$ cat config.mk
export PLATFORM = sky130hd
export DESIGN_NAME = i2c_tgt2202
export DESIGN_NICKNAME = d
export VERILOG_FILES = /design/src/rtl/i2c_tgt_pkg.sv /design/src/rtl/i2c_tgt_sync.sv /design/src/rtl/i2c_tgt2202.sv
export SDC_FILE = /design/constraint.sdc
export NUM_CORES = 1
export LEC_CHECK = 0
export ABC_AREA = 1
export CORE_AREA = 2 2 82 84
export CTS_BUF_LIST = sky130_fd_sc_hd__clkbuf_8
export DETAILED_ROUTE_END_ITERATION = 10
export DIE_AREA = 0 0 84 86
export GPL_TIMING_DRIVEN = 0
export RECOVER_POWER = 25
export SLEW_MARGIN = 20
export SYNTH_ARGS = -nofsm -noshare
export SYNTH_HDL_FRONTEND = slang
export SYNTH_SLANG_ARGS = --single-unit
$ cat constraint.sdc
create_clock -name i_cclk -period 2.3 [get_ports i_cclk]
set_clock_uncertainty 0.1 [all_clocks]
set_input_delay 0.23 -clock i_cclk [delete_from_list [all_inputs] [get_ports i_cclk]]
set_output_delay 0.23 -clock i_cclk [all_outputs]
set_load 0.05 [all_outputs]
$ cat src/rtl/i2c_tgt_pkg.sv
// Shared definitions for the I2C target: FSM state encoding, default
// target address and the byte returned when no transmit data is valid.
package i2c_tgt_pkg;

    localparam logic [6:0] DEFAULT_ADDR = 7'h42;
    localparam logic [7:0] IDLE_BYTE    = 8'hFF;

    typedef enum logic [2:0] {
        ST_IDLE,
        ST_ADDR,
        ST_ADDR_ACK,
        ST_RX,
        ST_RX_ACK,
        ST_TX,
        ST_TX_ACK,
        ST_WAIT_STOP
    } state_t;

    // Byte placed on the bus for a read: user data when valid, else idle byte
    function automatic logic [7:0] tx_pick(input logic valid, input logic [7:0] data);
        return valid ? data : IDLE_BYTE;
    endfunction

endpackage

$ cat src/rtl/i2c_tgt_sync.sv
// Bus front end: brings SCL/SDA into the clock domain and produces
// one-cycle START, STOP and SCL edge pulses plus the SDA value seen
// at the moment those pulses were generated.
module i2c_tgt_sync (
    input  logic clk,
    input  logic rst_n,
    input  logic scl,
    input  logic sda,
    output logic start,
    output logic stop,
    output logic scl_rise,
    output logic scl_fall,
    output logic sda_bit
);

    logic [1:0] scl_meta;
    logic [1:0] sda_meta;
    logic       scl_hist;
    logic       sda_hist;
    logic       scl_now;
    logic       sda_now;

    assign scl_now = scl_meta[1];
    assign sda_now = sda_meta[1];

    // Two-flop synchronisers followed by one history flop per line
    always_ff @(posedge clk or negedge rst_n) begin
        if (!rst_n) begin
            // NOTE: preset to 1 so that releasing reset on an idle bus
            // does not look like SDA falling while SCL is high.
            scl_meta <= 2'b11;
            sda_meta <= 2'b11;
            scl_hist <= 1'b1;
            sda_hist <= 1'b1;
        end else begin
            // NOTE: non-blocking assignments make every flop sample the
            // pre-edge value, which is what gives a real shift chain.
            scl_meta <= {scl_meta[0], scl};
            sda_meta <= {sda_meta[0], sda};
            scl_hist <= scl_now;
            sda_hist <= sda_now;
        end
    end

    // Registered edge/condition pulses; sda_bit is the SDA level that goes with them
    always_ff @(posedge clk or negedge rst_n) begin
        if (!rst_n) begin
            start    <= 1'b0;
            stop     <= 1'b0;
            scl_rise <= 1'b0;
            scl_fall <= 1'b0;
            sda_bit  <= 1'b1;
        end else begin
            start    <= scl_now & scl_hist & sda_hist & ~sda_now;
            stop     <= scl_now & scl_hist & ~sda_hist & sda_now;
            scl_rise <= scl_now & ~scl_hist;
            scl_fall <= ~scl_now & scl_hist;
            sda_bit  <= sda_now;
        end
    end

endmodule

$ cat src/rtl/i2c_tgt2202.sv
// I2C target with a single 7-bit address. Writes deliver one byte at a
// time on o_rxdata/o_rx_valid; reads pull bytes from i_txdata with a
// o_tx_req handshake. SDA is only ever changed while SCL is low.
module i2c_tgt2202
    import i2c_tgt_pkg::*;
#(
    parameter logic [6:0] TGT_ADDR = DEFAULT_ADDR
) (
    input  logic       i_cclk,
    input  logic       i_rst_n,
    input  logic       i_scl,
    input  logic       i_sda,
    output logic       o_sda_oe,
    input  logic [7:0] i_txdata,
    input  logic       i_tx_valid,
    output logic       o_tx_req,
    output logic [7:0] o_rxdata,
    output logic       o_rx_valid,
    output logic       o_busy
);

    logic       start;
    logic       stop;
    logic       scl_rise;
    logic       scl_fall;
    logic       sda_bit;

    state_t     state;
    logic [2:0] bit_cnt;
    logic [6:0] shift;
    logic [6:0] tx_shift;
    logic       rw;
    logic       ack_seen;

    logic [7:0] shifted;
    logic [7:0] next_byte;

    i2c_tgt_sync u_sync (
        .clk      (i_cclk),
        .rst_n    (i_rst_n),
        .scl      (i_scl),
        .sda      (i_sda),
        .start    (start),
        .stop     (stop),
        .scl_rise (scl_rise),
        .scl_fall (scl_fall),
        .sda_bit  (sda_bit)
    );

    // Byte assembled from the seven bits so far plus the bit on this SCL rise
    assign shifted   = {shift, sda_bit};
    assign next_byte = tx_pick(i_tx_valid, i_txdata);

    // Protocol FSM with bit counter, shift registers and registered outputs
    always_ff @(posedge i_cclk or negedge i_rst_n) begin
        if (!i_rst_n) begin
            state      <= ST_IDLE;
            bit_cnt    <= 3'd0;
            shift      <= 7'd0;
            tx_shift   <= 7'd0;
            rw         <= 1'b0;
            ack_seen   <= 1'b0;
            o_sda_oe   <= 1'b0;
            o_tx_req   <= 1'b0;
            o_rxdata   <= 8'h00;
            o_rx_valid <= 1'b0;
            o_busy     <= 1'b0;
        end else begin
            // NOTE: pulses default low each cycle and are raised only in the
            // branch that produces them, so they can never stretch.
            o_rx_valid <= 1'b0;
            o_tx_req   <= 1'b0;

            // Bus conditions outrank any SCL edge seen in the same cycle
            if (start) begin
                state    <= ST_ADDR;
                bit_cnt  <= 3'd0;
                shift    <= 7'd0;
                ack_seen <= 1'b0;
                o_sda_oe <= 1'b0;
            end else if (stop) begin
                state    <= ST_IDLE;
                bit_cnt  <= 3'd0;
                ack_seen <= 1'b0;
                o_sda_oe <= 1'b0;
                o_busy   <= 1'b0;
            end else begin
                unique case (state)
                    ST_IDLE, ST_WAIT_STOP: begin
                        // Only START/STOP matter here
                    end

                    ST_ADDR: begin
                        if (scl_rise) begin
                            shift   <= shifted[6:0];
                            bit_cnt <= bit_cnt + 3'd1;
                            if (bit_cnt == 3'd7) begin
                                if (shifted[7:1] == TGT_ADDR) begin
                                    state  <= ST_ADDR_ACK;
                                    rw     <= shifted[0];
                                    o_busy <= 1'b1;
                                end else begin
                                    state  <= ST_WAIT_STOP;
                                end
                            end
                        end
                    end

                    ST_ADDR_ACK: begin
                        // First fall drives the ACK, second fall ends the ACK clock
                        if (scl_fall) begin
                            if (!o_sda_oe) begin
                                o_sda_oe <= 1'b1;
                            end else if (rw) begin
                                state    <= ST_TX;
                                bit_cnt  <= 3'd0;
                                tx_shift <= next_byte[6:0];
                                o_sda_oe <= ~next_byte[7];
                                o_tx_req <= 1'b1;
                            end else begin
                                state    <= ST_RX;
                                o_sda_oe <= 1'b0;
                            end
                        end
                    end

                    ST_RX: begin
                        if (scl_rise) begin
                            shift   <= shifted[6:0];
                            bit_cnt <= bit_cnt + 3'd1;
                            if (bit_cnt == 3'd7) begin
                                state      <= ST_RX_ACK;
                                o_rxdata   <= shifted;
                                o_rx_valid <= 1'b1;
                            end
                        end
                    end

                    ST_RX_ACK: begin
                        if (scl_fall) begin
                            if (!o_sda_oe) begin
                                o_sda_oe <= 1'b1;
                            end else begin
                                state    <= ST_RX;
                                o_sda_oe <= 1'b0;
                            end
                        end
                    end

                    ST_TX: begin
                        // Each fall moves to the next bit; after bit 0 the line is released
                        if (scl_fall) begin
                            if (bit_cnt == 3'd7) begin
                                state    <= ST_TX_ACK;
                                bit_cnt  <= 3'd0;
                                ack_seen <= 1'b0;
                                o_sda_oe <= 1'b0;
                            end else begin
                                bit_cnt  <= bit_cnt + 3'd1;
                                tx_shift <= {tx_shift[5:0], 1'b0};
                                o_sda_oe <= ~tx_shift[6];
                            end
                        end
                    end

                    ST_TX_ACK: begin
                        if (scl_rise) begin
                            if (sda_bit) begin
                                state <= ST_WAIT_STOP;
                            end else begin
                                ack_seen <= 1'b1;
                            end
                        end else if (scl_fall && ack_seen) begin
                            state    <= ST_TX;
                            bit_cnt  <= 3'd0;
                            ack_seen <= 1'b0;
                            tx_shift <= next_byte[6:0];
                            o_sda_oe <= ~next_byte[7];
                            o_tx_req <= 1'b1;
                        end
                    end

                    default: begin
                        state    <= ST_IDLE;
                        o_sda_oe <= 1'b0;
                    end
                endcase
            end
        end
    end

endmodule

# Word level (Yosys, flattened, before mapping)
# Cells that the tools add are included.
[op_classes] mul=0 div_mod_pow=0 addsub=1 reduce_logical=22 n_shift=0 bitwise_logic=15 mux=80 n_eq_ne=33 order_cmp=0
[op_table] op="$mux 3" n=27
[op_table] op="$mux 7" n=11
[op_table] op="$mux 1" n=35
[op_table] op="$ne 4x2->1 const B" n=8
[op_table] op="$ne 4x1->1 const B" n=6
[op_table] op="$pmux 7 s3" n=1
[op_table] op="$pmux 3 s6" n=1
[op_table] op="$reduce_and 5->1" n=3
[op_table] op="$reduce_and 13->1" n=1
[op_table] op="$eq 3x3->1 const B" n=4
[op_table] op="$pmux 3 s4" n=1
[op_table] op="$reduce_and 6->1" n=2
[op_table] op="$reduce_bool 2->1" n=6
[op_table] op="$reduce_bool 6->1" n=2
[op_table] op="$ne 2x2->1 const B" n=5
[op_table] op="$ne 5x3->1 const B" n=2
[op_table] op="$reduce_and 10->1" n=1
[op_table] op="$mux 8" n=1
[op_table] op="$not 1->1" n=8
[op_table] op="$reduce_and 8->1" n=1
[op_table] op="$reduce_bool 8->1" n=1
[op_table] op="$and 1x1->1" n=7
[op_table] op="$eq 7x7->1 const B" n=1
[op_table] op="$eq 3x2->1 const B" n=2
[op_table] op="11 further kinds" n=14
[totals] regBits=44 latchBits=0 ramBits=0 n_memories=0 inputBits=13 output_inout_bits=12 romBits=0 word_cells=170

# Depth between registers and ports, before layout
# Gate-level depths: netlist (run 1).
[logic_depth] depth_word=8 depth_mapped=11

# Cells and area by module
# From an unflattened synthesis (run 1), not the netlist that was laid out.
[unflattened] hier_cells=310 hier_area_um2=2363.5
[by_module_without_submodules] mod="i2c_tgt2202" n_inst=1 area_each_um2=2064.5 seq_area_each_um2=850.8 cells_each=289
[by_module_without_submodules] mod="i2c_tgt_sync" n_inst=1 area_each_um2=299.0 seq_area_each_um2=257.7 cells_each=21

# Worst setup path after synthesis (run 1)
# Ideal clock, no wire load.
[synth_timing] path_type="reg2reg" start="reg bit_cnt[0]" end="reg tx_shift[0]" setup_slack_ps=751 arrival_ps=1332 required_time_ps=2083 period_less_slack_ps=1549 stages_incl_launch_ff=9 setup_time_ps=117 path_cell_list="dfrtp_1 > ha_1 > ha_1 > inv_1 > o21ai_2 > inv_1 > nand3_4 > nand2_1 > nand2_1"
[synth_between] elab_chain_len=3
[synth_rtl] element="start, declared" line="i2c_tgt2202.sv:29" source="logic [2:0] bit_cnt;"
[synth_rtl] element="start signal, assigned" line="i2c_tgt2202.sv:96" source="bit_cnt <= bit_cnt + 3'd1;"
[synth_rtl] element="start signal, assigned" line="i2c_tgt2202.sv:130" source="bit_cnt <= bit_cnt + 3'd1;"
[synth_rtl] element="start signal, assigned" line="i2c_tgt2202.sv:159" source="bit_cnt <= bit_cnt + 3'd1;"
[synth_rtl] element="$eq 3x3->1" line="i2c_tgt2202.sv:153" source="if (bit_cnt == 3'd7) begin"
[synth_rtl] element="$ne 2x2->1 (no source line)"
[synth_rtl] element="$reduce_and 10->1 (no source line)"
[synth_rtl] element="end signal, assigned" line="i2c_tgt2202.sv:117" source="tx_shift <= next_byte[6:0];"
[synth_rtl] element="end signal, assigned" line="i2c_tgt2202.sv:160" source="tx_shift <= {tx_shift[5:0], 1'b0};"
[synth_rtl] element="end signal, assigned" line="i2c_tgt2202.sv:177" source="tx_shift <= next_byte[6:0];"
[synth_rtl] element="end, declared" line="i2c_tgt2202.sv:31" source="logic [6:0] tx_shift;"
# No other way between the ends.
# A chain may end at the register's enable or synchronous reset.

# Final worst setup path (run 1)
[layout_timing] start="reg o_sda_oe" end="out o_sda_oe"
[layout_rtl] element="start, declared" line="i2c_tgt2202.sv:13" source="output logic o_sda_oe,"
[layout_rtl] element="start signal, assigned" line="i2c_tgt2202.sv:118" source="o_sda_oe <= ~next_byte[7];"
[layout_rtl] element="start signal, assigned" line="i2c_tgt2202.sv:161" source="o_sda_oe <= ~tx_shift[6];"
[layout_rtl] element="start signal, assigned" line="i2c_tgt2202.sv:178" source="o_sda_oe <= ~next_byte[7];"
# No word-level cell between the ends.

==> impl_metrics.json, run 1 <==
{
  "status": "complete, no violations",
  "netlist.area_leader.share_pct": 38.3,
  "worst_slew_margin_relative_to_its_limit_pct": 38.2,
  "yosysMostFrequentCell": "nand2_1",
  "remaining_drc_errors": 0,
  "synth_common_cells": "nand2_1, dfrtp_1, inv_1",
  "first_global_vias": 1979,
  "syn_avg_cell_area_um2": 8.13,
  "yosys-top-cells-area": "dfrtp_1, nand2_1, dfstp_2, nand3_1, inv_1",
  "timing.critical_path.buf_inv": 1,
  "post_layout_nonfiller_instances": 416,
  "combPwrFrac_pct": 50.2,
  "ys.warnings.count": 0,
  "start_util_pct": 39.5,
  "setup_slack_ps": 330,
  "crit_path_top_delay_cell": "clkdlybuf4s50_1",
  "grt_util_all_layers_pct": 16.2,
  "clock.fmax_mhz": 507,
  "worst-endpoint-required_ps": 1970,
  "cellInternalPower_mw": 1.88,
  "post_cts_gate_resize_count": 0,
  "seq_area_um2": 1110,
  "syn_area_um2": 2480,
  "postSynth.topFlopCell": "dfrtp_1",
  "yosysTopAreaCell": "dfrtp_1",
  "clockRootBuffer": "clkbuf_8",
  "path_class": "reg2out",
  "period_minus_slack_ps": 1970,
  "setup_viol": 0,
  "fraction_of_final_layout_cells_sized_beyond_drive_strength_1_pct": 16.8,
  "max-vdd-ir-drop_uv": 692,
  "floorplan.core_area_um2": 6280,
  "period_share_pct": 85.7,
  "clk_pin_slew_worst_paths_ps": 90,
  "netSwitchingPower_mw": 1.50,
  "tritoncts.num_buffers": 5,
  "drt-total-wl_mm": 5.28,
  "floorplan.io_pins": 25,
  "clock_path_buffers": 2,
  "synth_fp_nets": 321,
  "timing.max_cap.violations": 0,
  "vias_per_cell": 4.92,
  "clock_tree_from_tritoncts": "built",
  "globalRouteOverflowTotal": 0,
  "dpl.hpwl_mm": 3.90,
  "worst-path-max-fanout": 7,
  "part_of_the_total_power_dissipated_in_the_clock_network_pct": 19.0,
  "total_of_buffers_placed_on_input_and_output_ports": 24,
  "number_of_diodes": 0,
  "pwr_density_cell_nw_per_um2": 1140,
  "finalHoldViolCount": 0,
  "multi_input_area_um2": 1170,
  "finish.net_count": 354,
  "critical-path-top-delay-family": "buffers and inverters",
  "num_vias": 2045,
  "synth-edff-count": 0,
  "cell_chain_critical_path": "clkdlybuf4s50_1",
  "min-delay-path-class": "reg2reg",
  "setup.worst_path.start_class": "flop",
  "postRouteAntennaNets": 0,
  "seq_area_frac_synth_pct": 44.7,
  "drv_slew": 0,
  "firstDrtPassIters": 4,
  "fp.dieArea_um2": 7220,
  "grt_setup_unrepaired": "false",
  "num-fill-cells": 630,
  "postSynthCellCount": 305,
  "leakage_nw": 1.45,
  "ctsHtreeMaxLevel": 2,
  "die_height_um": 86,
  "detailedRoute.firstIterationViolations": 144,
  "place.detailed.instances": 407,
  "clkSinkCount": 44,
  "synth_async_sr_flop_share_pct": 100,
  "worst_path_largest_cell_delay_ps": 850,
  "fin_setup_tns_ps": 0,
  "worst_ep_arrival_time_ps": 1640,
  "seq_power_share_pct": 30.8,
  "drt-wirelength-per-cell_um": 12.7,
  "grt_max_degree": 30,
  "die-width_um": 84,
  "row_count": 29,
  "grt_pass1_wl_mm": 9.36,
  "clkLatencyLatePin_ps": 300,
  "netSwitchingFraction_pct": 44.4,
  "globalplace.congestion": 0.886,
  "dp_worst_setup_slack_ps": 534,
  "postSynthRegisterBits": 44,
  "setup.worst_path.end_class": "output port",
  "worst_slew_pin_slew_ps": 927,
  "initial_antenna_violation_count": 0,
  "post_synth_num_cell_types": 29,
  "syn_to_final_growth_pct": 19.4
}
## state kept, by name (all words and copies together) (netlist names), 2 cells and up
name             count
tx_shift             7
state                3
bit_cnt              3
u_sync.sda_meta      2
u_sync.scl_meta      2
shift                7
o_rxdata             8
## power groups by stage
stage          logic [mW]  registers [mW]  clock network [mW]
6_report             1.70            1.04               0.641
5_1_grt              1.95            1.06               0.699
4_1_cts              1.71            1.04               0.668
3_5_place_dp         1.71            1.06                   0
3_3_place_gp         1.68            1.05                   0
2_1_floorplan        1.34            1.06                   0
## what timing repair did
action,CTS,global route
hold endpoints to repair,11,0
hold buffers,1,0
setup buffers,0,0
## kinds of logic (layout without fill, tap and decap cells)
kind of cell | Yosys count | after routing | synth area share (%)
simple gates | 178 | 178 | 35.6
flops | 44 | 44 | 44.7
compound gates | 41 | 41 | 10.3
buf+inv | 39 | 73 | 7.97
fa+ha+maj | 3 | 3 | 1.51
## cell type report
cell class              instances  area share (%)
clock buffers                   6            2.79
multi-input cells             222            39.7
inverters                      33            4.52
plain buffers                   6            2.15
repair buffers                 26            8.91
well taps                      77            3.25
flip-flops and latches         44            37.4
clock inverters                 2            1.31
## layout by cell type (no fill, tap or decap), types with 5 or more instances in the layout
cell type	netlist	final
nand3_1	22	22
nand2_2	5	5
nand4_1	7	7
nor2_2	6	6
dfrtp_1	38	38
inv_1	28	28
nor2_1	26	26
o21ai_2	9	9
clkdlybuf4s50_1	0	21
nand2_1	94	94
o22ai_1	6	6
buf_6	5	5
o21ai_0	17	17
clkbuf_8	0	6
## final timing paths
path                       slack, ps                  to  cells after the start                from
max                              330            o_sda_oe                      1            o_sda_oe
min                              270  u_sync.sda_meta[1]                      0  u_sync.sda_meta[0]
max reg2reg                      520         tx_shift[1]                      8          bit_cnt[0]
min reg2reg                      270  u_sync.sda_meta[1]                      0  u_sync.sda_meta[0]
max in group asynchronous        900      u_sync.sda_bit                      3             i_rst_n
min in group asynchronous        480         tx_shift[0]                      2             i_rst_n
## per-layer routing
| metal | part of all wire, % | track usage, % |
|---|---|---|
| met4 | 2.3 | 5.87 |
| met5 | 0 | 0 |
| met2 | 45 | 26.3 |
| met1 | 48 | 21.5 |
| met3 | 4.4 | 3.27 |
## per-stage QoR
stage	cell area [um^2]	util [%]	power, mW	hold WS, ps
global placement	2820	44.9	2.74	246
detailed placement	2830	45.1	2.76	77.7
finish	2960	47.2	3.38	265
CTS	2960	47.2	3.42	218
global route	2960	47.2	3.71	274
floorplan	2480	-	2.41	-166
(Power assumes the default switching activity.)
==> run 2, diff against run 1 <==
Settings changed: ABC_AREA 1 to 0, CORE_AREA 2 2 82 84 to 2 2 78 80, CTS_BUF_LIST sky130_fd_sc_hd__clkbuf_8 to unset, DIE_AREA 0 0 84 86 to 0 0 80 82.
==> run 2 against run 1 <==
  * Via count is 19% lower
  * Highest routed layer unchanged
  * Fmax is 4.6% lower
  * Register-to-register slack worse by 290 ps
  * Setup slack worse by 95 ps
  * Critical path type is now reg2reg
  * Hold slack worse by 1.0 ps
  * Non-clock buffer count is 5 higher
  * Sequential power hardly changed
  * Critical path depth is 6 higher
==> impl_metrics.json, run 2 <==
{
  "cell_chain_critical_path": "ha_1 > ha_1 > and2_1 > o32ai_2 > nor2b_1 > nand2_1 > a211o_1",
  "finish.net_count": 247,
  "fp.dieArea_um2": 6560,
  "largest_register_ff_count": 8,
  "synth-edff-count": 0,
  "yosys-top-cells-area": "dfrtp_1, dfstp_2, mux2_4, nand3b_1, o21ai_0",
  "grt_util_all_layers_pct": 15.4,
  "globalRouteOverflowTotal": 0,
  "tritoncts.num_buffers": 5,
  "clockRootBuffer": "clkbuf_8",
  "num-fill-cells": 557,
  "ctsHtreeMaxLevel": 2,
  "die_height_um": 82,
  "dp_worst_setup_slack_ps": 270,
  "postRouteAntennaNets": 0,
  "die-width_um": 80,
  "ys.warnings.count": 0,
  "syn_to_final_growth_pct": 21.6,
  "worst_min_path_start": "u_sync.sda_meta[0]",
  "grt_pass1_wl_mm": 7.94,
  "syn_area_um2": 2210,
  "worst_path_most_repeated_cell": "ha_1",
  "clock_tree_from_tritoncts": "built",
  "placed_area_um2": 2550,
  "netlist.area_leader.share_pct": 43.1,
  "globalplace.congestion": 0.823,
  "start_util_pct": 38.4,
  "floorplan.io_pins": 25,
  "synth_common_cells": "dfrtp_1, o21ai_0, nand2_1",
  "grt_max_degree": 24,
  "drv_slew": 0,
  "pwr_density_cell_nw_per_um2": 1050,
  "drt-total-wl_mm": 4.45,
  "worst-endpoint-required_ps": 2380,
  "row_count": 28,
  "clk_pin_slew_worst_paths_ps": 90,
  "worst_slew_pin_slew_ps": 1290,
  "num_vias": 1651,
  "synth_fp_nets": 215,
  "clkLatencyLatePin_ps": 290,
  "setup.worst_path.end_class": "flop",
  "postSynth.topFlopCell": "dfrtp_1",
  "setup.worst_path.start_class": "flop",
  "top_regs": "o_rxdata (8), shift (7), tx_shift (7)",
  "total_of_buffers_placed_on_input_and_output_ports": 23,
  "yosysTopAreaCell": "dfrtp_1",
  "yosysMostFrequentCell": "dfrtp_1",
  "drt-wirelength-per-cell_um": 14.5,
  "grt_setup_unrepaired": "false",
  "finalHoldViolCount": 0,
  "number_of_diodes": 0,
  "syn_avg_cell_area_um2": 11.1,
  "postSynthCellCount": 199,
  "r2r_slack_ps": 230,
  "worst_slew_margin_relative_to_its_limit_pct": 13.7,
  "final_cell_mix": "dfrtp_1, clkdlybuf4s50_1, o21ai_0",
  "firstDrtPassIters": 4,
  "initial_antenna_violation_count": 0,
  "worst_ep_arrival_time_ps": 2150,
  "synth_async_sr_flop_share_pct": 100,
  "seq_area_frac_synth_pct": 50.2,
  "finalCoreUtilization_pct": 46.7,
  "max-vdd-ir-drop_uv": 562,
  "status": "complete, no violations",
  "postSynthRegisterBits": 44,
  "critPathLaunch": "bit_cnt[0]",
  "path_class": "reg2reg",
  "final_design_area_no_fill_um2": 2690,
  "post_synth_num_cell_types": 55,
  "detailedRoute.firstIterationViolations": 107,
  "clock_path_buffers": 2,
  "period_share_pct": 89.8,
  "worst_path_largest_cell_delay_ps": 380,
  "min-delay-path-class": "reg2reg",
  "period_minus_slack_ps": 2070,
  "clock.fmax_mhz": 484,
  "rr_startpoint": "bit_cnt[0]",
  "vias_per_cell": 5.38,
  "leakage_nw": 1.17,
  "largest_register": "o_rxdata",
  "clkSinkCount": 44,
  "dpl.hpwl_mm": 3.15,
  "fraction_of_final_layout_cells_sized_beyond_drive_strength_1_pct": 15.9,
  "worst-path-max-fanout": 5,
  "layout_commonest_cell": "dfrtp_1",
  "crit_path_top_delay_cell": "dfrtp_1",
  "floorplan.core_area_um2": 5750,
  "remaining_drc_errors": 0,
  "timing.max_cap.violations": 0,
  "setup_viol": 0,
  "post_cts_gate_resize_count": 0,
  "first_global_vias": 1603,
  "setup_slack_ps": 234
}
[run 2: cell count changes after synthesis, moves of 8 or more]
| cell | delta |
|---|---|
| mux2_4 | +8 |
| nand3b_1 | +10 |
| nand2_1 | -82 |
| nand3_1 | -19 |
| nor2_1 | -15 |
| o21ai_2 | -9 |
| inv_1 | -25 |
[run 2: worst paths after layout]
kind | endpoint | cells past startpoint
setup / recovery | state[0] | 7
hold / removal | u_sync.sda_meta[1] | 0
setup reg to reg | state[0] | 7
hold reg to reg | u_sync.sda_meta[1] | 0
max in group asynchronous | u_sync.sda_bit | 3
min in group asynchronous | o_sda_oe | 2
[run 2: critical path, delay by kind of cell, from the launching register on]
| family | cells | cell delay, ps |
|---|---|---|
| compound gates | 2 | 380 |
| fa+ha+maj | 2 | 490 |
| flops | 1 | 380 |
| simple gates | 3 | 600 |
[run 2: layout make-up]
cell class | instances | area [um^2] | area share, %
flip-flops and latches | 44 | 1110 | 41.3
multi-input cells | 140 | 1010 | 37.7
repair buffers | 25 | 262 | 9.74
well taps | 75 | 93.8 | 3.49
clock buffers | 6 | 82.6 | 3.08
plain buffers | 12 | 75.1 | 2.80
clock inverters | 2 | 38.8 | 1.44
inverters | 3 | 11.3 | 0.419
[run 2: cell families after synthesis]
logic type | Yosys count | synth area share (%)
simple gates | 71 | 19.1
buf+inv | 15 | 3.91
fa+ha+maj | 3 | 1.70
xor+xnor | 2 | 0.793
compound gates | 53 | 17.4
mux | 11 | 6.86
flops | 44 | 50.2
[run 2: repair_timing]
action / in CTS / in global routing
hold buffers: 1 / 0
buffers inserted: 0 / 0
hold endpoints to repair: 16 / 0
[run 2: per-layer routing]
metal | part of all wire, % | routed length, um | global-route usage (%)
met5 | 0 | 0 | 0
met4 | 1.8 | 78 | 5.59
met3 | 4.6 | 203 | 3.41
met2 | 46 | 2030 | 22.5
met1 | 48 | 2140 | 22.4
[run 2: report_power, final]
part | switching (mW) | internal [mW] | leakage [nW] | total [mW]
Clock | 0.268 | 0.355 | 0.0614 | 0.624
Combinational | 0.637 | 0.510 | 0.548 | 1.15
Sequential | 0.123 | 0.935 | 0.564 | 1.06
[run 2: metrics by stage]
| stage | total power, mW | hold WS [ps] | instances | setup TNS [ps] |
|---|---|---|---|---|
| 2_1_floorplan | 1.94 | -166 | 199 | 0 |
| 5_1_grt | 3.06 | 267 | 307 | 0 |
| 6_report | 2.83 | 264 | 307 | 0 |
| 3_3_place_gp | 2.20 | 246 | 297 | -12340 |
| 3_5_place_dp | 2.21 | 145 | 298 | 0 |
| 4_1_cts | 2.85 | 231 | 307 | 0 |
==> run 3, diff against run 2 <==
Settings changed: GPL_ROUTABILITY_DRIVEN set to 0.
==> results of run 3 <==
Same layout as run 2: the final DEF is identical, and so are final timing and power.
==> variant 1, RTL diff (flow settings as in run 2) <==
Re-encode `state_t` (8 states) as one-hot, 8 bits wide.
--- a/src/rtl/i2c_tgt_pkg.sv
+++ b/src/rtl/i2c_tgt_pkg.sv
@@ -7,11 +7,11 @@
 
-    typedef enum logic [2:0] {
-        ST_IDLE,
-        ST_ADDR,
-        ST_ADDR_ACK,
-        ST_RX,
-        ST_RX_ACK,
-        ST_TX,
-        ST_TX_ACK,
-        ST_WAIT_STOP
+    typedef enum logic [7:0] {
+        ST_IDLE      = 8'b00000001,
+        ST_ADDR      = 8'b00000010,
+        ST_ADDR_ACK  = 8'b00000100,
+        ST_RX        = 8'b00001000,
+        ST_RX_ACK    = 8'b00010000,
+        ST_TX        = 8'b00100000,
+        ST_TX_ACK    = 8'b01000000,
+        ST_WAIT_STOP = 8'b10000000
     } state_t;
Check against the original RTL: same outputs for any inputs over 10 cycles, from zero or initial values and one cycle with i_rst_n low; not proved beyond that.
==> variant 1 against run 2 <==
The run now ends with negative setup slack left; non-clock buffer count is 16 higher; largest cell class is now multi-input gates; synthesized area grew 20%; setup slack worse by 240 ps; cell area is 25% higher; critical endpoint is now tx_shift[0]$_DFFE_PN0P_; first-iteration DRC count is 69% higher; routed wire length is 39% higher; sequential cell count increased by 5; cell count rose by 21%.
Power is not compared: it rests on default switching activity, and its combinational part moved more than twofold at a synthesized area within 25%.
==> variant 1: results (changes against run 2) <==
metric;value;unit;change
place_ws;-294;ps;-564 ps
drive_gt1_share;31.3;%;+15 points
n_fill_cell;520;;-6.6%
drt-wirelength-per-cell;16.7;um;+15%
grt_use_met1;27.1;%;+4.7 points
hold_slack;259;ps;-5.70 ps
vias_per_cell;5.70;;+6.0%
wl;6200;um;+39%
outcome;finished with violations;;
setup_viol;1;;+1
synth_nets;264;;+23%
ys_types;62;;+13%
seq_area;1240;um^2;+12%
fin_ws;-2.03;ps;-236 ps
grtUsageTotal;19.5;%;+4.1 points
drt_iter0_markers;181;;+69%
synth.top_cells.by_count;dfrtp_1 (42), nor2_1 (27), nand2_1 (16), inv_1 (15), mux2_2 (13);;
wl_met2;2900;um;+42%
synthCells;249;;+25%
gp_routability_congestion;0.867;;+5.3%
relSlewSlack;20.7;%;+6.9 points
multi_input_cells;172;;+23%
cts_resized;18;;+18
grt_start_max_net_pins;50;;+110%
nets;311;;+26%
synth.top_cells.by_area;dfrtp_1 (40%), dfstp_2 (6.9%), mux2_2 (5.5%);;
path_max_fanout;7;;+2
multi_input_area;1420;um^2;+40%
met3_length;263;um;+30%
inv_count;15;;+12
tns;-2.03;ps;-2.03 ps
wl_met1;2960;um;+38%
grt_pass1_vias;2026;;+26%
violations;negative setup slack;;
dp.final_hpwl;4060;um;+29%
worstPathArrival;2390;ps;+240 ps
dp_cells;347;;+16%
placed_area;2970;um^2;+16%
hp-start;u_sync.scl_meta[0]$_DFF_PN1_;;
worstSetupStartpoint;state[7]$_DFFE_PN0P_;;
grt_pass1_wl;9870;um;+24%
nonClockBufferCount;53;;+43%
postLayoutCoreUtil;58.5;%;+12 points
grt_use_met3;3.19;%;-0.22 points
bufAreaShareNonClock;14.0;%;+1.5 points
cts_setup_buffers;5;;+5
top_regs;o_rxdata (8), state (8);;
clk_share;2.61;%;-1.9 points
synth_seq_cells;49;;+11%
-- variant 1: path summary, 6_finish.rpt --
path	to	cells after the start
setup / recovery	tx_shift[0]$_DFFE_PN0P_	6
hold / removal	u_sync.scl_meta[1]$_DFF_PN1_	0
setup reg to reg	tx_shift[0]$_DFFE_PN0P_	6
hold reg to reg	u_sync.scl_meta[1]$_DFF_PN1_	0
max in group asynchronous	state[7]$_DFFE_PN0P_	2
min in group asynchronous	tx_shift[4]$_DFFE_PN0P_	2
-- variant 1: logic make-up (layout without fill, tap and decap cells) --
logic type,after synthesis,in the layout,synth area share (%)
compound gates,40,40,10.7
xor+xnor,7,7,2.31
fa+ha+maj,2,2,0.944
buf+inv,28,76,6.14
flops,49,49,46.6
mux,30,30,13.3
simple gates,93,93,20.0
-- variant 1: worst max-delay path, cell delays in order (launching register included) --
cell and delay (ps):
dfrtp_2 450, or2_4 280, or4_4 510, a31oi_4 190, and4b_1 220, buf_6 150, mux2_4 300
==> variant 2, RTL diff (config.mk and constraints of run 2) <==
Without the edit above. Register the output `o_rxdata` once more, cleared by the reset; this adds one clock of latency there. The other outputs are not delayed to match.
--- a/src/rtl/i2c_tgt2202.sv
+++ b/src/rtl/i2c_tgt2202.sv
@@ -21,2 +21,4 @@
 
+    logic [7:0] o_rxdata_s0;
+
     logic       start;
@@ -64,3 +66,3 @@
             o_tx_req   <= 1'b0;
-            o_rxdata   <= 8'h00;
+            o_rxdata_s0 <= 8'h00;
             o_rx_valid <= 1'b0;
@@ -132,3 +134,3 @@
                                 state      <= ST_RX_ACK;
-                                o_rxdata   <= shifted;
+                                o_rxdata_s0 <= shifted;
                                 o_rx_valid <= 1'b1;
@@ -191,2 +193,10 @@
 
+    always_ff @(posedge i_cclk or negedge i_rst_n) begin
+        if (!i_rst_n) begin
+            o_rxdata <= '0;
+        end else begin
+            o_rxdata <= o_rxdata_s0;
+        end
+    end
+
 endmodule
Function: same outputs for any inputs over 10 cycles, from zero or initial values and one cycle with i_rst_n low; that may be too few to reach the edited logic, so the function may still have changed.
==> variant 2 against run 2 <==
Sequential cell count rose by 8; die area did not move; routed wire length rose by 3.0%; utilization rose by 2.6 points; power fell by 12%; non-clock buffer count did not move; cell area rose by 5.6%; setup slack got worse by 140 ps; synthesized area rose by 7.1%.
==> variant 2: results (changes against run 2) <==
metric;value;unit;change
grt_pass1_wl;7960;um;+0.26%
dp.final_hpwl;3120;um;-0.91%
nets;258;;+4.5%
top_regs;o_rxdata (8), o_rxdata_s0 (8);;
drive_gt1_share;17.7;%;+1.7 points
synth-seq-area-share;55.3;%;+5.1 points
crit_slowest_cell;or4_4;;
grtUsageMet2;24.2;%;+1.7 points
cts_buffers;5;;unchanged
drv_cap;0;;unchanged
holdCritPathClass;reg2reg;;
n_fill_cell;558;;+0.18%
vias;1716;;+3.9%
static-leakage-power;1.24;nW;+5.8%
grt_use_met1;21.6;%;-0.88 points
ys_async_sr_fraction;100;%;unchanged
synth_ff_type;dfrtp_1;;
relSlewSlack;18.4;%;+4.7 points
grt_start_max_net_pins;53;;+120%
antenna_found_initial;0;;unchanged
synth.top_cells.by_area;dfrtp_1 (49%), dfstp_2 (6.7%), mux2_2 (4.8%);;
clk_latency;310;ps;+20 ps
drt_first_pass_iters;4;;unchanged
htreeDepth;2;;unchanged
outcome;completed;;
path_max_fanout;10;;+5
grt_use_met3;3.30;%;-0.11 points
grtUsageTotal;15.6;%;+0.21 points
gp_routability_congestion;0.918;;+12%
drt_iter0_markers;132;;+23%
n_antenna_cell;0;;unchanged
switching_share;32.9;%;-3.5 points
critical_path.max_stage_delay;510;ps;+130 ps
port_buffers;24;;+4.3%
cts_root_buf;clkbuf_8;;
worstPathArrival;2300;ps;+150 ps
synth.top_cells.by_count;dfrtp_1 (46), o21ai_0 (18), nor2_1 (11), mux2_2 (10), nand2_1 (10);;
yosysWarnings;0;;unchanged
cts.clk_slew.worst_paths;100;ps;
cts.path.max_buffers;2;;unchanged
cp_top_family;simple AND/OR/NAND/NOR gates;;
ys_types;52;;-5.5%
wl;4590;um;+3.0%
irDropWorstVdd;0.000500;V;-11%
synth_nets;226;;+5.1%
==> variant 2: cell type report <==
type / count / area [um^2] / area share, %
buffer: 12 / 72.6 / 2.56
inverter: 10 / 37.5 / 1.32
timing repair buffer: 25 / 245 / 8.65
multi-input combinational: 136 / 962 / 33.9
tap: 75 / 93.8 / 3.31
clock inverter: 3 / 46.3 / 1.63
sequential: 52 / 1310 / 46.2
clock buffer: 5 / 68.8 / 2.43
==> variant 2: repair_timing <==
action	4_1_cts	5_1_grt
hold buffers	1	0
gates resized for setup	2	3
endpoints found under the setup margin	7	3
hold endpoints to repair	46	0
buffers inserted	0	0
==> variant 2: stage by stage <==
step	cells	instance area [um^2]	setup WS [ps]
after CTS	318	2830	84.1
after global placement	309	2700	-664
final	318	2840	91.3
after detailed placement	309	2700	5.88
after global routing	318	2840	5.15
after floorplan	210	2360	238
==> variant 2: worst paths after layout <==
path | start | endpoint | slack (ps) | cells past startpoint
min | u_sync.sda_meta[0]$_DFF_PN1_ | u_sync.sda_meta[1]$_DFF_PN1_ | 260 | 0
max | state[2]$_DFFE_PN0P_ | state[0]$_DFFE_PN0P_ | 90 | 7
max reg2reg | state[2]$_DFFE_PN0P_ | state[0]$_DFFE_PN0P_ | 90 | 7
min reg2reg | u_sync.sda_meta[0]$_DFF_PN1_ | u_sync.sda_meta[1]$_DFF_PN1_ | 260 | 0
max in group asynchronous | i_rst_n | tx_shift[5]$_DFFE_PN0P_ | 750 | 2
min in group asynchronous | i_rst_n | tx_shift[0]$_DFFE_PN0P_ | 610 | 2
==> variant 2: metal layers <==
layer | routed length (um) | up-vias | share of wire [%]
met2 | 2140 | 37 | 47
met1 | 2190 | 838 | 48
li1 | - | 833 | -
met5 | 0 | - | 0
met3 | 185 | 8 | 4.0
met4 | 69 | 0 | 1.5
==> variant 2: kinds of logic after synthesis <==
family | share of synthesized area (%)
flops | 55.3
simple gates | 15.6
mux | 5.19
buf+inv | 4.66
fa+ha+maj | 1.59
xor+xnor | 0.370
compound gates | 17.2
==> variant 2: power groups by stage <==
stage	registers (mW)	clock network, mW	logic, mW
after floorplan	1.19	0	0.479
after global placement	1.19	0	0.665
after detailed placement	1.20	0	0.668
after CTS	1.18	0.672	0.677
after global routing	1.20	0.708	0.764
final	1.18	0.645	0.678
